### src/rtl/fifo_rd_port_if.sv
// ---------------------------------------------------------------------------
// fifo_rd_port_if
// Bundle of the FIFO read-port signals that are shared between the read port
// and its neighbours (write side, consumer).
//
//   rd_en      read request into the port
//   wr_ack     one-cycle pulse from the write side: a word was stored
//   reg_bank   flattened 8 x 32-bit register bank, entry i at [32i+31:32i]
//   d_out      read data
//   rd_ack     read succeeded this cycle
//   rd_err     read attempted while empty
//   rd_ptr     index of the next entry to read (used by the write side)
//   data_count occupancy, 0..8
//   empty      data_count == 0
//   full       data_count == 8
//
// Modports:
//   master  - the environment side (drives requests, bank and write pulses)
//   slave   - the read port itself
// ---------------------------------------------------------------------------
interface fifo_rd_port_if;

    logic         rd_en;
    logic         wr_ack;
    logic [255:0] reg_bank;
    logic [31:0]  d_out;
    logic         rd_ack;
    logic         rd_err;
    logic [2:0]   rd_ptr;
    logic [3:0]   data_count;
    logic         empty;
    logic         full;

    modport master (
        output rd_en,
        output wr_ack,
        output reg_bank,
        input  d_out,
        input  rd_ack,
        input  rd_err,
        input  rd_ptr,
        input  data_count,
        input  empty,
        input  full
    );

    modport slave (
        input  rd_en,
        input  wr_ack,
        input  reg_bank,
        output d_out,
        output rd_ack,
        output rd_err,
        output rd_ptr,
        output data_count,
        output empty,
        output full
    );

endinterface

### src/rtl/fifo_rd_port.sv
// ---------------------------------------------------------------------------
// fifo_rd_port
// Read end of an 8-deep x 32-bit FIFO. Owns the read pointer, the occupancy
// count and the empty/full flags, and returns one word per accepted read with
// a one-cycle registered latency. Reads from an empty FIFO raise rd_err.
//
// Ports:
//   clk      single clock, rising edge
//   reset_n  asynchronous, active-low reset
//   bus      fifo_rd_port_if.slave (rd_en, wr_ack, reg_bank in;
//            d_out, rd_ack, rd_err, rd_ptr, data_count, empty, full out)
//
// Configuration:
//   FIFO_RD_HOLD_EN  when defined, d_out keeps the last successfully read
//                    word through non-READ cycles; otherwise d_out is 0 in
//                    every cycle that is not READ.
// ---------------------------------------------------------------------------
module fifo_rd_port (
    input  logic           clk,
    input  logic           reset_n,
    fifo_rd_port_if.slave  bus
);

    typedef enum logic [1:0] {
        INIT     = 2'd0,
        NO_OP    = 2'd1,
        READ     = 2'd2,
        RD_ERROR = 2'd3
    } state_t;

`ifdef FIFO_RD_HOLD_EN
    localparam bit HOLD_DOUT = 1'b1;
`else
    localparam bit HOLD_DOUT = 1'b0;
`endif

    state_t      state;
    logic [31:0] d_out_q;
    logic        rd_ack_q;
    logic        rd_err_q;
    logic [2:0]  rd_ptr_q;
    logic [3:0]  count_q;

    logic        read_ok;
    logic [31:0] bank_word;
    logic [31:0] idle_dout;
    logic [3:0]  count_next;

    // The read decision uses the pre-edge count, so a write arriving on the
    // same edge as a read from empty cannot rescue that read.
    assign read_ok   = bus.rd_en && (count_q != 4'd0);
    assign bank_word = bus.reg_bank[{rd_ptr_q, 5'b00000} +: 32];
    assign idle_dout = HOLD_DOUT ? d_out_q : 32'h0000_0000;

    // A simultaneous write and accepted read cancel out; a lone write at
    // full is a write-side violation and is dropped so the count saturates.
    always_comb begin
        count_next = count_q;
        if (bus.wr_ack && !read_ok) begin
            if (count_q != 4'd8) begin
                count_next = count_q + 4'd1;
            end
        end else if (!bus.wr_ack && read_ok) begin
            count_next = count_q - 4'd1;
        end
    end

    // INIT only performs the hop to NO_OP; requests and write pulses on that
    // first edge after reset release are ignored.
    always_ff @(posedge clk or negedge reset_n) begin
        if (!reset_n) begin
            state    <= INIT;
            d_out_q  <= 32'h0000_0000;
            rd_ack_q <= 1'b0;
            rd_err_q <= 1'b0;
            rd_ptr_q <= 3'd0;
            count_q  <= 4'd0;
        end else begin
            case (state)
                INIT: begin
                    state    <= NO_OP;
                    rd_ack_q <= 1'b0;
                    rd_err_q <= 1'b0;
                    d_out_q  <= idle_dout;
                end
                default: begin
                    count_q <= count_next;
                    if (read_ok) begin
                        state    <= READ;
                        d_out_q  <= bank_word;
                        rd_ptr_q <= rd_ptr_q + 3'd1;
                        rd_ack_q <= 1'b1;
                        rd_err_q <= 1'b0;
                    end else if (bus.rd_en) begin
                        state    <= RD_ERROR;
                        d_out_q  <= idle_dout;
                        rd_ack_q <= 1'b0;
                        rd_err_q <= 1'b1;
                    end else begin
                        state    <= NO_OP;
                        d_out_q  <= idle_dout;
                        rd_ack_q <= 1'b0;
                        rd_err_q <= 1'b0;
                    end
                end
            endcase
        end
    end

    assign bus.d_out      = d_out_q;
    assign bus.rd_ack     = rd_ack_q;
    assign bus.rd_err     = rd_err_q;
    assign bus.rd_ptr     = rd_ptr_q;
    assign bus.data_count = count_q;
    assign bus.empty      = (count_q == 4'd0);
    assign bus.full       = (count_q == 4'd8);

endmodule

### src/flat_wrapper.sv
// flat-port wrapper written by rule: the top's interface ports become plain ports
module fifo_rd_port_flat 
  (clk, reset_n, bus_rd_en, bus_wr_ack, bus_reg_bank, bus_d_out, bus_rd_ack, bus_rd_err, bus_rd_ptr, bus_data_count, bus_empty, bus_full);
  fifo_rd_port_if bus_i ();
  input  logic clk;
  input  logic reset_n;
  input wire logic [$bits(bus_i.rd_en)-1:0] bus_rd_en;
  input wire logic [$bits(bus_i.wr_ack)-1:0] bus_wr_ack;
  input wire logic [$bits(bus_i.reg_bank)-1:0] bus_reg_bank;
  output wire logic [$bits(bus_i.d_out)-1:0] bus_d_out;
  output wire logic [$bits(bus_i.rd_ack)-1:0] bus_rd_ack;
  output wire logic [$bits(bus_i.rd_err)-1:0] bus_rd_err;
  output wire logic [$bits(bus_i.rd_ptr)-1:0] bus_rd_ptr;
  output wire logic [$bits(bus_i.data_count)-1:0] bus_data_count;
  output wire logic [$bits(bus_i.empty)-1:0] bus_empty;
  output wire logic [$bits(bus_i.full)-1:0] bus_full;
  assign bus_i.rd_en = bus_rd_en;
  assign bus_i.wr_ack = bus_wr_ack;
  assign bus_i.reg_bank = bus_reg_bank;
  assign bus_d_out = bus_i.d_out;
  assign bus_rd_ack = bus_i.rd_ack;
  assign bus_rd_err = bus_i.rd_err;
  assign bus_rd_ptr = bus_i.rd_ptr;
  assign bus_data_count = bus_i.data_count;
  assign bus_empty = bus_i.empty;
  assign bus_full = bus_i.full;
  fifo_rd_port u_core (.clk(clk), .reset_n(reset_n), .bus(bus_i));
endmodule
### config.mk
export PLATFORM = sky130hd
export DESIGN_NAME = fifo_rd_port_flat
export DESIGN_NICKNAME = d
export VERILOG_FILES = /design/src/rtl/fifo_rd_port_if.sv /design/src/rtl/fifo_rd_port.sv /design/src/flat_wrapper.sv
export SDC_FILE = /design/constraint.sdc
export NUM_CORES = 1
export LEC_CHECK = 0
export BUFFER_PORTS_ARGS = -buffer_cell sky130_fd_sc_hd__buf_2
export CAP_MARGIN = 30
export CORE_AREA = 3 3 115 117
export DETAILED_ROUTE_END_ITERATION = 10
export DIE_AREA = 0 0 118 120
export GPL_TIMING_DRIVEN = 0
export PLACE_DENSITY_LB_ADDON = 0.3
export SLEW_MARGIN = 20
export SYNTH_ARGS = -nofsm -noshare
export SYNTH_HDL_FRONTEND = slang
export SYNTH_SLANG_ARGS = --single-unit
### constraint.sdc
create_clock -name clk -period 4 [get_ports clk]
set_input_delay 0.2 -clock clk [delete_from_list [all_inputs] [get_ports clk]]
set_output_delay 0.2 -clock clk [all_outputs]
set_load 0.02 [all_outputs]
==> impl_summary.md, run 1 <==
Outcome
The run finished with clean final reports.

Yosys
The share of flip-flops with an asynchronous set or reset after synthesis is 100%. The dominant combinational cell family by area after synthesis is multiplexers. After synthesis, the mean cell area works out to 15.0 µm². Of all cell types, the one taking the most synthesized area is mux4_2. The Yosys warning count is 0. The synthesized netlist devotes 1.04% of its cell area to compound gates. In the post-synthesis netlist, the biggest area contributors are mux4_2, dfrtp_1, mux2i_1. The number of enable flip-flop cells after synthesis is 0.

Summed over its instances, the top area cell type makes up 42.8% of the synthesized netlist area. The synthesized-area fraction occupied by and/or/nand/nor cells is 5.57%. The share of synthesized area occupied by flip-flops and latches is 31.9%. Of the post-synthesis cell area, the part taken by muxes is 53.3%. When the netlist entered floorplanning its net count stood at 489. In this run the cell area of the synthesized design comes to 3370 µm².

Of the total synthesized cell area, the portion taken by full adders, half adders and majority gates is 2.08%. The xor/xnor cell area share of the yosys netlist is 1.30%. The number of different library cells in the post-synthesis netlist is 27. The instance count of the mapped netlist is 224.

The most instantiated flip-flop cell in the synthesis netlist is dfrtp_1. The number of synthesized register bits is 43.

Timing
Summed over all failing endpoints, the final setup total negative slack is 0 ps. At the pin with the least slew margin, the transition time is 589 ps. The worst slack on hold paths is 228 ps. Setup repair after global routing left no endpoint under its margin. The number of endpoints with negative hold slack in the final report is 0. In this run the tightest slew margin relative to its limit is 60.7%.

The peak clock frequency supported by timing is 399 MHz. Across the routed clock network, the largest skew measured is 9.59 ps. The number of pins exceeding their max-slew limit in the final report is 0. The count of final setup violators is 0. The worst path needs 2500 ps of the cycle, external delays included. In the finished design, the share of the clock period the worst path needs comes to 62.6%.

Cells and area
In the layout the commonest cells are buf_2, mux4_2, dfrtp_1, nor2_1, mux2i_1. The signed area change from the synthesized netlist to the final layout is 57.8%. In the final layout, the share of cells above drive strength 1 is 74.8%. The layout has 1215 filler cells.

The final layout net count is 800. Leaving out fill and tap cells, the most frequent cell in the layout is buf_2. The count of antenna diodes in the layout is 0.

Critical path
The kind of capture point of the worst setup path is a register. The combined buffer and inverter count along the critical path is 1. In this design, the largest share of critical-path delay is due to simple AND/OR/NAND/NOR gates.

The worst setup path is launched from a register. The critical path start-end classification is reg -> reg. The critical-path maximum fanout is 6. The signal on the critical path passes through or4_4 -> nand2_1 -> ha_1 -> inv_1 -> ha_1 -> a21o_1 -> a21oi_1 -> mux2i_1 -> xnor2_1. In this design, the stage delay of the slowest critical-path cell is 580 ps.

The arrival time of the worst setup path is 2720 ps. The worst-path cell with the longest stage delay is or4_4. The critical path's most frequent cell is ha_1. At the worst endpoint, the required time is 4220 ps.

Routing
In the routed layout, each cell is associated on average with a via count of 4.68. The routed layout has 3316 vias. The detailed-route wire length is 12400 µm. The number of detailed-route iterations in the first pass is 4.

After detailed routing, the average wire length per cell comes to 17.5 µm. The number of design rule violations left after detail routing is 0. The number of nets still failing antenna checks after routing is 0. After the first detailed-routing iteration, the DRC count stood at 159.

Floorplanning
From bottom edge to top edge, the die measures 120 µm. The die covers 14200 µm². The number of rows in the core area is 41. The die extent in x is 118 µm. The core region area is 12500 µm². For this design the top-level I/O count stands at 303. For this configuration, the core starts out at a cell density of 27.0%.

CTS
The post-CTS clock slew at the launch and capture registers of the worst setup and hold paths is 70 ps. TritonCTS built the clock tree. The clock root buffer is clkbuf_16. The clock buffer count from CTS is 5.

Clock tree synthesis found a total of 43 sinks. The latest clock arrival within the worst-skew pair is 290 ps. No sink is reached through more buffers than the 2 on the longest clock path. The H-tree was split into 2 levels. The number of hold buffers added after CTS was 1.

The post-CTS resize count is 0. The post-CTS setup buffer count is 0.

Place
The detailed placement HPWL is 10400 µm. Input and output buffers added on the ports amount to 302. The placer congestion estimate is 0.825.

GRT
Entering global routing, the biggest net connects 25 pins. After global routing the overflow that remains totals 0. The number of antenna violations at the first check in global routing came to 0. The total routing resource utilization after global routing is 16.7%.

The via count of the first global-routing pass is 3497. The first-pass GRT wire length is 18600 µm.

Power
IR analysis of the VDD net gives a maximum drop of 0.177 mV. For this design the ratio of total power to cell area is 653 nW/µm². The analysis attributes to cell leakage a power of 2.74 nW.

Min path
The class of the worst hold path is in -> reg.

Job
Max-cap violations in this run came to 0.
## synthesized netlist by cell type (2+ instances only)
| cell | instances |
|---|---|
| xor2_1 | 2 |
| buf_4 | 4 |
| mux4_2 | 64 |
| buf_2 | 10 |
| inv_1 | 2 |
| ha_1 | 4 |
| clkbuf_1 | 2 |
| nor2_1 | 35 |
| xnor2_1 | 3 |
| mux2i_1 | 33 |
| buf_6 | 5 |
| a21oi_1 | 2 |
| dfrtp_1 | 43 |
| nand2_1 | 2 |
## where the power goes
group          switching (W)  internal, W  total, W
Combinational        0.00110      0.00115   0.00225
Sequential         0.0000910     0.000603  0.000694
Clock               0.000177     0.000358  0.000535
Total                0.00137      0.00211   0.00347
## through the flow
step | worst slack (ps) | cells | power, W | util [%] | area (µm²)
2_1_floorplan | 1560 | 224 | 0.00237 | - | 3370
3_5_place_dp | 1490 | 699 | 0.00300 | 41.1 | 5120
6_report | 1500 | 708 | 0.00347 | 42.7 | 5320
3_3_place_gp | 1540 | 698 | 0.00296 | 40.9 | 5100
5_1_grt | 1320 | 708 | 0.00374 | 42.7 | 5320
4_1_cts | 1470 | 708 | 0.00355 | 42.7 | 5320
## path summary, 6_finish.rpt
check / from / to / slack, ps / depth (start not counted)
worst min-delay path: bus_rd_en / u_core.state[1]$_DFF_PN0_ / 230 / 3
max in group asynchronous: reset_n / u_core.bus.d_out[11]$_DFF_PN0_ / 3050 / 3
worst max-delay path: u_core.bus.data_count[0]$_DFFE_PN0P_ / u_core.bus.data_count[3]$_DFFE_PN0P_ / 1500 / 9
worst max register to register: u_core.bus.data_count[0]$_DFFE_PN0P_ / u_core.bus.data_count[3]$_DFFE_PN0P_ / 1500 / 9
min in group asynchronous: reset_n / u_core.bus.data_count[3]$_DFFE_PN0P_ / 430 / 2
worst min register to register: u_core.bus.data_count[3]$_DFFE_PN0P_ / u_core.bus.data_count[3]$_DFFE_PN0P_ / 520 / 1
## final cells by class
cell class	count	area, µm²	area share, %
clock inverters	3	67.6	1.27
clock buffers	5	125	2.35
flip-flops and latches	43	1080	20.2
well taps	172	215	4.05
repair buffers	304	1540	29.0
multi-input cells	156	2130	40.1
inverters	4	16.3	0.306
plain buffers	21	144	2.70
## tightest hold or removal path: stages
cell     delay [ps]
buf_2            90
o21ai_1         120
inv_1            70
## cell families after synthesis
kind of cell / after synthesis
and+or+nand+nor: 42
DFF: 43
muxes: 99
AOI/OAI and AO/OA: 5
xor gates and xnor gates: 5
buffers and inverters: 25
adders and majority gates: 5
## metal layers
layer  vias to the layer above  share of wire [%]  track usage, %
li1                       1515                  -               -
met1                      1617                 39            20.7
met2                       170                 52            29.9
met3                        14                7.6            3.44
met4                         0                1.5            4.32
met5                         -                  0               0
## flip-flops by register name (all words and copies together), names as in the netlist
name	flops
u_core.bus.rd_ack	1
u_core.bus.rd_err	1
u_core.bus.rd_ptr	3
u_core.state	2
u_core.bus.d_out	32
u_core.bus.data_count	4
(Power assumes the default switching activity.)
==> run 2: changes to the inputs <==
- ABC_AREA: unset -> 1
- CORE_AREA: 3 3 115 117 -> unset
- CORE_MARGIN: unset -> 3
- CORE_UTILIZATION: unset -> 35
- DIE_AREA: 0 0 118 120 -> unset
- clock period: 4 -> 2.4 ns (I/O delays scaled with it)
==> impl_summary.md, run 2 <==
Yosys
The netlist uses 21 different library cells. For this run, the number of Yosys warnings is 0. The most instantiated flip-flop cell in the synthesis netlist is dfrtp_1. Summing the areas of all and, or, nand and nor instances in the mapped netlist gives 49.3% of the synthesized area. A synthesized cell averages 5.10 µm². Yosys mapped a number of flops with a built-in enable equal to 0.

Summing the sequential cell areas from Yosys gives 22.2% of the chip area. The instance count of the mapped netlist is 951. Multiplexer cells account for 0% of the synthesized area. The dominant cell by count in the synthesized netlist is nand2_1. The net count of the mapped netlist is 1216. Counting instances in the post-synthesis netlist gives the leading cell types as nand2_1, inv_1, nand3_1.

Counting flops with an async set or reset pin after synthesis yields a share of 100%. In the post-synthesis netlist, the biggest area contributors are nand2_1, dfrtp_1, inv_1. The share of the synthesized area in compound gates (AO/OA/AOI/OAI) is 0.309%. Summing every instance area after synthesis gives 4850 µm². The number of synthesized register bits is 43.

The post-synthesis share of cell area spent on full adders, half adders and majority gates is 1.44%. The dominant combinational cell family by area after synthesis is simple AND/OR/NAND/NOR gates. The largest area contributor in the synthesized netlist is nand2_1. The top cell type's share of synthesized area is 26.5%.

After Yosys synthesis, XOR and XNOR cells account for 0.542% of the synthesized area.

Critical path
The minimum setup slack among reg-to-reg paths is 300 ps. The critical-path maximum fanout is 7. The worst-path cell with the longest stage delay is dfrtp_1. The critical path start-end classification is reg -> reg.

Together, buffers and inverters on the worst path number 1. The nature of the critical path startpoint is a register. For the worst flop-to-flop path, the logic depth is 11. The worst flop-to-flop path startpoint is u_core.bus.data_count[0]$_DFFE_PN0P_. The signal on the critical path passes through nor2_2 -> nand3_2 -> nand2_1 -> ha_1 -> inv_1 -> ha_1 -> or2_2 -> nand3_1 -> nand2_1 -> nand2_1 -> nand2_1. The largest delay contributor family on the critical path is simple AND/OR/NAND/NOR gates. On the worst path, the slowest cell contributes a delay of 490 ps. Counting stages on the worst path, the most repeated cell is nand2_1. STA puts the critical path data required time at 2580 ps. At the worst endpoint, the arrival time is 2280 ps. The capturing point of the worst reg2reg path is u_core.bus.data_count[3]$_DFFE_PN0P_. The worst setup path is captured at a register.

Timing
The post-layout worst setup margin is 296 ps. The number of endpoints with negative hold slack in the final report is 0. Setup violations remaining at the end of the flow were counted as 0.

The setup TNS is 0 ps. On the final layout, the worst hold slack is 108 ps. The final critical-path required period is 2100 ps. The share of the clock period used by the worst path after layout is 87.7%. The peak clock frequency supported by timing is 475 MHz. Between clock sinks in the finished design, the worst skew comes to 4.12 ps. The slew at the pin closest to its max-slew limit is 624 ps.

Measured against its own limit, the worst slew margin works out to 58.4%. The number of pins exceeding their max-slew limit in the final report is 0. Setup repair after global routing left no endpoint under its margin.

CTS
The number of gates resized after CTS was 0. After clock tree synthesis, the clock-pin slew on the worst setup and hold paths is 60 ps. The clock buffer count from CTS is 5.

The hold buffer count at cts is 1. For the worst-skew pair, the clock arrives at the later sink with an insertion delay of 280 ps. The H-tree generated during clock tree synthesis spans 2 levels. TritonCTS built the clock tree.

The clock root buffer is clkbuf_16. The buffer depth of the longest clock path is 2. The tree built by TritonCTS fans out to 43 sinks. In this run the post-CTS setup repair buffer count came out at 0.

Min path
In this run the most critical hold path is launched from bus_rd_en. The path with the worst hold slack has its endpoint at u_core.state[1]$_DFF_PN0_. The number of cells on the worst hold path is 3. The worst hold path belongs to the class in -> reg.

Floorplanning
The die is 124 µm tall. The initial core utilization is 36.2%. After floorplanning, the core was divided into 42 placement rows.

In this run the horizontal extent of the chip is 124 µm. The die covers 15300 µm². The core region area is 13400 µm².

The number of top-level pins is 303.

Cells and area
The flip-flop count of the largest register, all copies and words added is 32. The area taken by multi-input logic gates is 2500 µm². In the final layout, the share of cells above drive strength 1 is 28.6%. The top cell types in the final layout, fill and taps aside, are buf_2, nand2_1, inv_1, nand3_1, nor2_1. Registers take 1080 µm². Counting the fill cells in the layout gives 1512. The library cell used most frequently in the layout, excluding fill and tap cells, is buf_2.

The final layout net count is 1527. The area growth from synthesis to layout is 39.3%.

Power
The static leakage is 4.83 nW. The power density relative to cell area is 1050 nW/µm². IR analysis of the VDD net gives a maximum drop of 0.360 mV.

GRT
The first global-routing pass estimated 29400 µm of wire. After global routing the overflow that remains totals 0. The fraction of met1 tracks used by global routing is 31.0%. For this run, the total global-route usage over all layers was measured as 24.8%.

The via count of the first global-routing pass is 5954. The number of antenna violations at the first check in global routing is 2. Entering global routing, the biggest net connects 30 pins.

The met2 track demand over resource is 43.3%. met2 is the most crowded layer. The met3 track demand over resource in global routing is 4.68%.

Place
At the end of routability-driven placement, the weighted congestion stood at 0.883. Port buffering added 302 buffers. The post-place setup slack is 299 ps. Summed over all nets, the half-perimeter wirelength after detailed placement is 15500 µm.

Routing
The detailed-route wire length is 19500 µm. In this run the remaining antenna-violating nets after routing total 0. In the routed layout, each cell is associated on average with a via count of 4.46. In the routed design, unresolved DRC markers number 0. The via count is 6425. The starting DRC count in detailed routing is 338. The number of detailed-route iterations in the first pass is 5. The average detailed-routed wire length per instance is 13.5 µm.

Job
The tool flagged a number of max-cap violations equal to 0.

Outcome
The flow ran to the end, and the final reports show no timing, DRC or antenna violations.
[run 2: cell count changes after synthesis, sizes merged, moves of 33 or more]
cell	previous run	this run
nor2	36	69
inv	3	267
nand3	0	162
mux4	64	0
mux2i	33	0
nand2	2	343
[run 2: through the flow]
stage / power (W) / std cells / cell area [µm²] / utilization, %
after global placement: 0.00644 / 1429 / 6580 / 49.1
after global routing: 0.00785 / 1440 / 6760 / 50.4
final: 0.00713 / 1441 / 6760 / 50.4
after CTS: 0.00717 / 1439 / 6760 / 50.4
after floorplan: 0.00469 / 951 / 4850 / -
after detailed placement: 0.00647 / 1430 / 6600 / 49.3
[run 2: worst register-to-register path: stages (launching register included)]
cell and delay [ps]:
dfrtp_1 490, nor2_2 180, nand3_2 120, nand2_1 90
ha_1 180, inv_1 110, ha_1 310, or2_2 290
nand3_1 80, nand2_1 50, nand2_1 60, nand2_1 40
[run 2: final cells by class]
type / count / area share, %
diodes: 2 / 0.0740
plain buffers: 52 / 3.98
clock buffers: 6 / 1.91
clock inverters: 2 / 0.185
inverters: 267 / 14.8
multi-input cells: 589 / 37.1
flip-flops and latches: 43 / 15.9
well taps: 176 / 3.26
repair buffers: 304 / 22.8
[run 2: power breakdown]
part	switching (W)	leakage [nW]	total [W]	internal (W)
Clock	0.000292	0.0669	0.000677	0.000385
Sequential	0.000173	0.556	0.00122	0.00105
Combinational	0.00351	4.20	0.00523	0.00172
Total	0.00397	4.83	0.00713	0.00316
[run 2: logic make-up (layout without fill, tap and decap cells)]
kind of cell	count (synthesis)	after routing
buffers and inverters	319	631
DFF	43	43
other	0	2
adders and majority gates	5	5
xor gates and xnor gates	3	3
and+or+nand+nor	578	578
AOI/OAI and AO/OA	3	3
[run 2: worst max-delay path by stage]
stage / from / to / slack (ps) / cells past startpoint
floorplan: u_core.bus.data_count[0]$_DFFE_PN0P_ / u_core.bus.data_count[3]$_DFFE_PN0P_ / 400 / 11
global placement: u_core.bus.data_count[0]$_DFFE_PN0P_ / u_core.bus.data_count[3]$_DFFE_PN0P_ / 320 / 11
detailed placement: u_core.bus.data_count[0]$_DFFE_PN0P_ / u_core.bus.data_count[3]$_DFFE_PN0P_ / 300 / 11
CTS: u_core.bus.data_count[0]$_DFFE_PN0P_ / u_core.bus.data_count[3]$_DFFE_PN0P_ / 290 / 11
global route: u_core.bus.data_count[0]$_DFFE_PN0P_ / u_core.bus.data_count[3]$_DFFE_PN0P_ / 120 / 11
finish: u_core.bus.data_count[0]$_DFFE_PN0P_ / u_core.bus.data_count[3]$_DFFE_PN0P_ / 300 / 11
[run 2: layer usage]
metal	up-vias	wire length, µm
li1	3337	-
met1	2768	7800
met2	285	9590
met3	33	1760
met4	2	367
met5	-	7
